File: src/rtl/as_pack.sv
// Shared types and constants for the GPIO bus controller.
package as_pack;

  // Default external GPIO bus width and address width.
  localparam int nr_gpios        = 8;
  localparam int gpio_addr_width = 4;

  // Reads of this address return the block ID and never reach the pads.
  // Stored as all-ones and truncated to whatever address width is in use.
  localparam logic [31:0] gpio_id_addr = 32'hFFFF_FFFF;

  typedef enum logic [2:0] {
    ST_IDLE,
    ST_SETUP,
    ST_STROBE,
    ST_SETTLE,
    ST_SAMPLE,
    ST_DONE
  } gpio_state_e;

  // Requester index: bit 0 of the request vector is the core, bit 1 is debug/JTAG.
  typedef enum logic {
    REQ_CORE = 1'b0,
    REQ_DBG  = 1'b1
  } req_sel_e;

endpackage

File: src/rtl/as_gpio_ctrl_if.sv
// Requester-side bus of the GPIO controller: two requesters sharing one port.
interface as_gpio_ctrl_if
  import as_pack::*;
#(
  parameter int NR_GPIOS = nr_gpios,
  parameter int ADDR_W   = gpio_addr_width
);

  logic [1:0]               req_i;
  logic [1:0]               we_i;
  logic [1:0][ADDR_W-1:0]   addr_i;
  logic [1:0][NR_GPIOS-1:0] wdata_i;
  logic [1:0]               ack_o;
  logic [NR_GPIOS-1:0]      rdata_o;

  modport master (
    output req_i, we_i, addr_i, wdata_i,
    input  ack_o, rdata_o
  );

  modport slave (
    input  req_i, we_i, addr_i, wdata_i,
    output ack_o, rdata_o
  );

endinterface

File: src/rtl/as_rr_arb2.sv
// Two-way round-robin arbiter. A tie goes to the requester named by the
// pointer; every accepted grant hands the pointer to the other requester.
module as_rr_arb2
  import as_pack::*;
(
  input  logic       clk_i,
  input  logic       rst_i,
  input  logic [1:0] req_i,
  input  logic       accept_i,
  output logic       gnt_vld_o,
  output req_sel_e   gnt_o
);

  req_sel_e rr_ptr_q;

  // Grant selection: a lone requester wins outright, a tie follows the pointer.
  // NOTE: every combinational output gets a default first so no latch is inferred.
  always_comb begin
    gnt_vld_o = |req_i;
    gnt_o     = rr_ptr_q;
    if (req_i == 2'b01) begin
      gnt_o = REQ_CORE;
    end else if (req_i == 2'b10) begin
      gnt_o = REQ_DBG;
    end
  end

  // Pointer update: after reset the core wins ties; afterwards the one not granted last.
  // NOTE: clocked state uses non-blocking assignments so all flops update together.
  always_ff @(posedge clk_i) begin
    if (rst_i) begin
      rr_ptr_q <= REQ_CORE;
    end else if (accept_i && gnt_vld_o) begin
      rr_ptr_q <= (gnt_o == REQ_CORE) ? REQ_DBG : REQ_CORE;
    end
  end

endmodule

File: src/rtl/as_gpio_ctrl.sv
// GPIO bus controller: arbitrates two requesters onto a strobed external
// GPIO bus, with an ID register that answers reads without a bus cycle.
module as_gpio_ctrl
  import as_pack::*;
#(
  parameter int          NR_GPIOS   = nr_gpios,
  parameter int          ADDR_W     = gpio_addr_width,
  parameter int          SETTLE_CYC = 2,
  parameter logic [7:0]  GPIO_ID    = 8'h81
) (
  input  logic                clk_i,
  input  logic                rst_i,
  as_gpio_ctrl_if.slave       bus,
  output logic [NR_GPIOS-1:0] gpio_o,
  output logic                gpio_oe_o,
  input  logic [NR_GPIOS-1:0] gpio_i,
  output logic [ADDR_W-1:0]   gpioAddr_o,
  output logic                cs_o
);

  localparam logic [ADDR_W-1:0] ID_ADDR = gpio_id_addr[ADDR_W-1:0];
  // gpio_i is captured SETTLE_CYC cycles after the strobe: SETTLE covers all
  // but the last of those cycles and SAMPLE is the last one.
  localparam int SETTLE_LAST = (SETTLE_CYC > 1) ? SETTLE_CYC - 2 : 0;

  gpio_state_e         state_q, state_d;
  req_sel_e            gnt;
  logic                gnt_vld;
  logic                accept;
  logic                id_rd;
  req_sel_e            gnt_q;
  logic                we_q;
  logic [ADDR_W-1:0]   addr_q;
  logic [NR_GPIOS-1:0] wdata_q;
  logic [NR_GPIOS-1:0] rdata_q;
  logic [3:0]          settle_cnt;
  logic [1:0]          ack_d;

  assign accept = (state_q == ST_IDLE) && gnt_vld;
  assign id_rd  = !bus.we_i[gnt] && (bus.addr_i[gnt] == ID_ADDR);

  as_rr_arb2 u_arb (
    .clk_i     (clk_i),
    .rst_i     (rst_i),
    .req_i     (bus.req_i),
    .accept_i  (accept),
    .gnt_vld_o (gnt_vld),
    .gnt_o     (gnt)
  );

  // State register.
  always_ff @(posedge clk_i) begin
    if (rst_i) begin
      state_q <= ST_IDLE;
    end else begin
      state_q <= state_d;
    end
  end

  // Next-state logic: one IDLE cycle always separates transactions.
  always_comb begin
    state_d = state_q;
    case (state_q)
      ST_IDLE:   if (gnt_vld) state_d = id_rd ? ST_DONE : ST_SETUP;
      ST_SETUP:  state_d = ST_STROBE;
      ST_STROBE: begin
        if (we_q) begin
          state_d = ST_DONE;
        end else begin
          state_d = (SETTLE_CYC > 1) ? ST_SETTLE : ST_SAMPLE;
        end
      end
      ST_SETTLE: if (settle_cnt == 4'(SETTLE_LAST)) state_d = ST_SAMPLE;
      ST_SAMPLE: state_d = ST_DONE;
      ST_DONE:   state_d = ST_IDLE;
      default:   state_d = ST_IDLE;
    endcase
  end

  // Pad and handshake outputs decoded from the state; oe only moves at
  // SETUP entry and DONE entry, never in the strobe cycle.
  always_comb begin
    cs_o       = 1'b0;
    gpio_oe_o  = 1'b0;
    gpio_o     = '0;
    gpioAddr_o = '0;
    ack_d      = 2'b00;
    case (state_q)
      ST_SETUP, ST_STROBE: begin
        gpioAddr_o = addr_q;
        gpio_oe_o  = we_q;
        gpio_o     = we_q ? wdata_q : '0;
        cs_o       = (state_q == ST_STROBE);
      end
      ST_SETTLE, ST_SAMPLE: gpioAddr_o = addr_q;
      ST_DONE:              ack_d[gnt_q] = 1'b1;
      default:              ;
    endcase
  end

  // Operand latch at grant, read-data capture, and settle counter.
  // NOTE: the operand and read-data registers are reset too, so the pads and rdata start at 0.
  always_ff @(posedge clk_i) begin
    if (rst_i) begin
      gnt_q      <= REQ_CORE;
      we_q       <= 1'b0;
      addr_q     <= '0;
      wdata_q    <= '0;
      rdata_q    <= '0;
      settle_cnt <= '0;
    end else begin
      if (accept) begin
        gnt_q   <= gnt;
        we_q    <= bus.we_i[gnt];
        addr_q  <= bus.addr_i[gnt];
        wdata_q <= bus.wdata_i[gnt];
        if (id_rd) rdata_q <= NR_GPIOS'(GPIO_ID);
      end
      if (state_q == ST_SAMPLE) rdata_q <= gpio_i;
      settle_cnt <= (state_q == ST_SETTLE) ? settle_cnt + 4'd1 : 4'd0;
    end
  end

  assign bus.ack_o   = ack_d;
  assign bus.rdata_o = rdata_q;

endmodule

File: src/flat_wrapper.sv
// flat-port wrapper written by rule: the top's interface ports become plain ports
module as_gpio_ctrl_flat import as_pack::*;
#(
  parameter int          NR_GPIOS   = nr_gpios,
  parameter int          ADDR_W     = gpio_addr_width,
  parameter int          SETTLE_CYC = 2,
  parameter logic [7:0]  GPIO_ID    = 8'h81
)
  (clk_i, rst_i, gpio_o, gpio_oe_o, gpio_i, gpioAddr_o, cs_o, bus_req_i, bus_we_i, bus_addr_i, bus_wdata_i, bus_ack_o, bus_rdata_o);
  as_gpio_ctrl_if #(.NR_GPIOS(NR_GPIOS), .ADDR_W(ADDR_W)) bus_i ();
  input  logic clk_i;
  input  logic rst_i;
  output logic [NR_GPIOS-1:0] gpio_o;
  output logic gpio_oe_o;
  input  logic [NR_GPIOS-1:0] gpio_i;
  output logic [ADDR_W-1:0] gpioAddr_o;
  output logic cs_o;
  input wire logic [$bits(bus_i.req_i)-1:0] bus_req_i;
  input wire logic [$bits(bus_i.we_i)-1:0] bus_we_i;
  input wire logic [$bits(bus_i.addr_i)-1:0] bus_addr_i;
  input wire logic [$bits(bus_i.wdata_i)-1:0] bus_wdata_i;
  output wire logic [$bits(bus_i.ack_o)-1:0] bus_ack_o;
  output wire logic [$bits(bus_i.rdata_o)-1:0] bus_rdata_o;
  assign bus_i.req_i = bus_req_i;
  assign bus_i.we_i = bus_we_i;
  assign bus_i.addr_i = bus_addr_i;
  assign bus_i.wdata_i = bus_wdata_i;
  assign bus_ack_o = bus_i.ack_o;
  assign bus_rdata_o = bus_i.rdata_o;
  as_gpio_ctrl #(.NR_GPIOS(NR_GPIOS), .ADDR_W(ADDR_W), .SETTLE_CYC(SETTLE_CYC), .GPIO_ID(GPIO_ID)) u_core (.clk_i(clk_i), .rst_i(rst_i), .bus(bus_i), .gpio_o(gpio_o), .gpio_oe_o(gpio_oe_o), .gpio_i(gpio_i), .gpioAddr_o(gpioAddr_o), .cs_o(cs_o));
endmodule
File: config.mk
export PLATFORM = sky130hd
export DESIGN_NAME = as_gpio_ctrl_flat
export DESIGN_NICKNAME = d
export VERILOG_FILES = /design/src/rtl/as_pack.sv /design/src/rtl/as_gpio_ctrl_if.sv /design/src/rtl/as_rr_arb2.sv /design/src/rtl/as_gpio_ctrl.sv /design/src/flat_wrapper.sv
export SDC_FILE = /design/constraint.sdc
export NUM_CORES = 1
export LEC_CHECK = 0
export CAP_MARGIN = 0
export CORE_UTILIZATION = 29
export CTS_BUF_LIST = sky130_fd_sc_hd__clkbuf_2
export DETAILED_ROUTE_END_ITERATION = 7
export PLACE_DENSITY = 0.59
export SLEW_MARGIN = 40
export SYNTH_ARGS = -nofsm -noshare
export SYNTH_HDL_FRONTEND = slang
export SYNTH_SLANG_ARGS = --single-unit
File: constraint.sdc
create_clock -name clk_i -period 4.8 [get_ports clk_i]
set_input_delay 0.96 -clock clk_i [delete_from_list [all_inputs] [get_ports clk_i]]
set_output_delay 0.96 -clock clk_i [all_outputs]
set_load 0.005 [all_outputs]
==> flow_summary.json <==
{
  "worstHoldStart": "u_core.settle_cnt[0]",
  "cts_buffers": 5,
  "fill_cells": 573,
  "viasPerCell": 4.61,
  "synthToLayoutAreaGrowth_pct": 43.9,
  "reg2reg_from": "u_core.u_arb.rr_ptr_q",
  "drt_pass1_iterations": 4,
  "root_buffer": "clkbuf_2",
  "overflow": 0,
  "avgRoutedWirePerCell_um": 11.8,
  "yosysSeqAreaShare_pct": 38.7,
  "worst-setup-path-type": "reg -> out",
  "vdd_drop_max_mv": 0.107,
  "yosys.area.top_type": "dfxtp_1",
  "placed_area_mm2": 0.00220,
  "syn_area_mm2": 0.00155,
  "path_clk_slew_ns": 0.14,
  "cap_violations": 0,
  "htree_num_levels": 2,
  "netlist_instances": 178,
  "finalHoldViolCount": 0,
  "cts_hold_buf": 0,
  "power.density_mw_per_mm2": 255,
  "num_antenna_cells": 0,
  "whs_endpoint": "u_core.settle_cnt[0]",
  "reg2reg_slack_ns": 2.72,
  "synth-seq-cells": 30,
  "grt_use_total_pct": 14.1,
  "num_vias": 1412,
  "whs_path_depth": 1,
  "fin_crit_ns": 3.26,
  "r2r-end": "u_core.bus.rdata_o[7]",
  "fmax_mhz": 307,
  "first_iter_violations": 38,
  "core_area_mm2": 0.00514,
  "ys_types": 34,
  "antenna_found_initial": 0,
  "die_width_um": 75.1,
  "skew_ns": 0.0176,
  "place.gp.congestion": 0.736,
  "top_level_ports": 62,
  "drv_slew": 0,
  "design_area_mm2": 0.00223,
  "avgSynthCellArea_um2": 8.72,
  "start_util_pct": 30.2,
  "cts_tree": "yes",
  "maxSlewHeadroom_pct": 49.5,
  "layout_common_cells": "60 x clkdlybuf4s50_1, 30 x dfxtp_1, 29 x nor2_1",
  "worstMarginPinSlew_ns": 0.752,
  "multi_input_area_um2": 853,
  "dp.final_hpwl_um": 2570,
  "grt_pass1_wl_um": 5970,
  "timing.final.crit_share_pct": 67.9,
  "synth_top_area_share_pct": 38.7,
  "grt_pass1_vias": 1371,
  "std_cell_rows": 26,
  "critPathRequiredTime_ns": 3.84,
  "synth_area_leaders": "dfxtp_1 39%, mux2i_1 9.0%, nor2_1 7.0%, a211oi_1 5.8%, and2_1 5.2%",
  "cp.arrival_ns": 2.30,
  "final_common_cell": "clkdlybuf4s50_1",
  "drc_errors": 0,
  "reg2reg_depth": 4,
  "cts_buffer_depth": 2,
  "rsz0062_at_grt": "false",
  "finalPower_mw": 0.569,
  "end_kind": "output port",
  "yosys_warnings": 0,
  "status": "finished, final reports clean",
  "portBuffers": 61,
  "cp_max_fo": 11,
  "syn_nets": 218,
  "finalSetupTns_ns": 0,
  "final_nets": 275,
  "wl_um": 3620,
  "p_leak_nw": 0.855,
  "die_y_um": 75.1,
  "setup.worst_path.start_class": "register",
  "ant_nets": 0,
  "register_area_um2": 601,
  "cts.sinks": 30,
  "finalNonFillerCells": 306,
  "hold_class": "reg -> reg",
  "finalSetupViolCount": 0,
  "clk-insertion-delay-late_ns": 0.36,
  "post-route-util_pct": 43.4,
  "cts_resized": 0,
  "post_cts_buffers": 0,
  "die-area_mm2": 0.00565,
  "dp.cells": 298,
  "grt_max_degree": 34,
  "layout-drive-gt1-share_pct": 4.24
}
## worst max path at each step
| stage | from | end | slack (ns) | cells after the start |
|---|---|---|---|---|
| final | u_core.state_q[0] | gpio_o[0] | 1.54 | 4 |
| after CTS | u_core.state_q[0] | gpio_o[4] | 1.51 | 4 |
| after global routing | u_core.state_q[0] | gpio_o[5] | 1.39 | 4 |
| after global placement | bus_req_i[1] | u_core.bus.rdata_o[0] | 1.43 | 6 |
| after floorplan | bus_req_i[1] | u_core.bus.rdata_o[0] | 2.38 | 7 |
| after detailed placement | bus_req_i[1] | u_core.bus.rdata_o[7] | 1.39 | 6 |
## cell families (layout without fill, tap and decap cells)
family / Yosys count / after routing / share of synthesized area [%]
DFF: 30 / 30 / 38.7
AOI/OAI and AO/OA: 34 / 34 / 16.1
muxes: 15 / 15 / 10.0
xor gates and xnor gates: 4 / 4 / 2.26
adders and majority gates: 2 / 2 / 1.61
and+or+nand+nor: 70 / 70 / 24.7
buffers and inverters: 23 / 81 / 6.61
## Yosys cell counts
cell      count
nand3b_1      8
nor4_4        1
clkbuf_1      9
nand4_1       1
o21ai_0       2
nand3_1       2
nand4b_1      1
o41ai_1       1
nor3b_1       2
a221oi_1      1
and2_1       13
o21a_1        1
xor2_1        1
a211oi_1     12
and3_1        1
a31oi_1       3
buf_6         2
a211o_1       1
mux2_4        1
ha_1          2
buf_2         1
o31a_1        2
nand2b_1      1
mux2i_1      14
a21oi_1       4
xnor2_1       3
nor2_1       29
inv_1        11
o32ai_1       6
nor2b_1       5
nand2_1       5
and4_1        1
dfxtp_1      30
a21o_1        1
## registers in the layout (all words and copies together) (netlist names)
| name | count |
|---|---|
| u_core.wdata_q | 8 |
| u_core.u_arb.rr_ptr_q | 1 |
| u_core.settle_cnt | 4 |
| u_core.bus.rdata_o | 8 |
| u_core.we_q | 1 |
| u_core.state_q | 3 |
| u_core.addr_q | 4 |
| u_core.gnt_q | 1 |
## stage by stage
stage,setup slack [ns],hold WS [ns]
after floorplan,2.38,0.430
after global placement,1.43,0.448
after detailed placement,1.39,0.455
after CTS,1.51,0.489
after global routing,1.39,0.507
final,1.54,0.492
## power by group
group / total, mW / switching, mW / internal [mW]
registers: 0.292 / 0.0188 / 0.273
clock network: 0.116 / 0.0852 / 0.0311
logic: 0.160 / 0.0705 / 0.0899
total: 0.569 / 0.175 / 0.394
## metal layers
layer	GRT usage, %	part of all wire [%]
met1	17.0	46
met2	22.9	44
met3	4.55	7.9
met4	6.17	1.7
met5	0	0
## layout make-up
cell class,count,share of cell area [%]
clock buffers,5,1.12
clock inverters,3,0.504
inverters,11,1.85
multi-input cells,125,38.2
flip-flops and latches,30,26.9
well taps,70,3.92
repair buffers,62,27.5
## critical path, stage by stage (launching register included)
cell and delay (ns):
dfxtp_1 0.59, xnor2_1 0.15, nor3b_2 0.49, and2_1 0.22
clkdlybuf4s50_1 0.50
(Power assumes the default switching activity.)
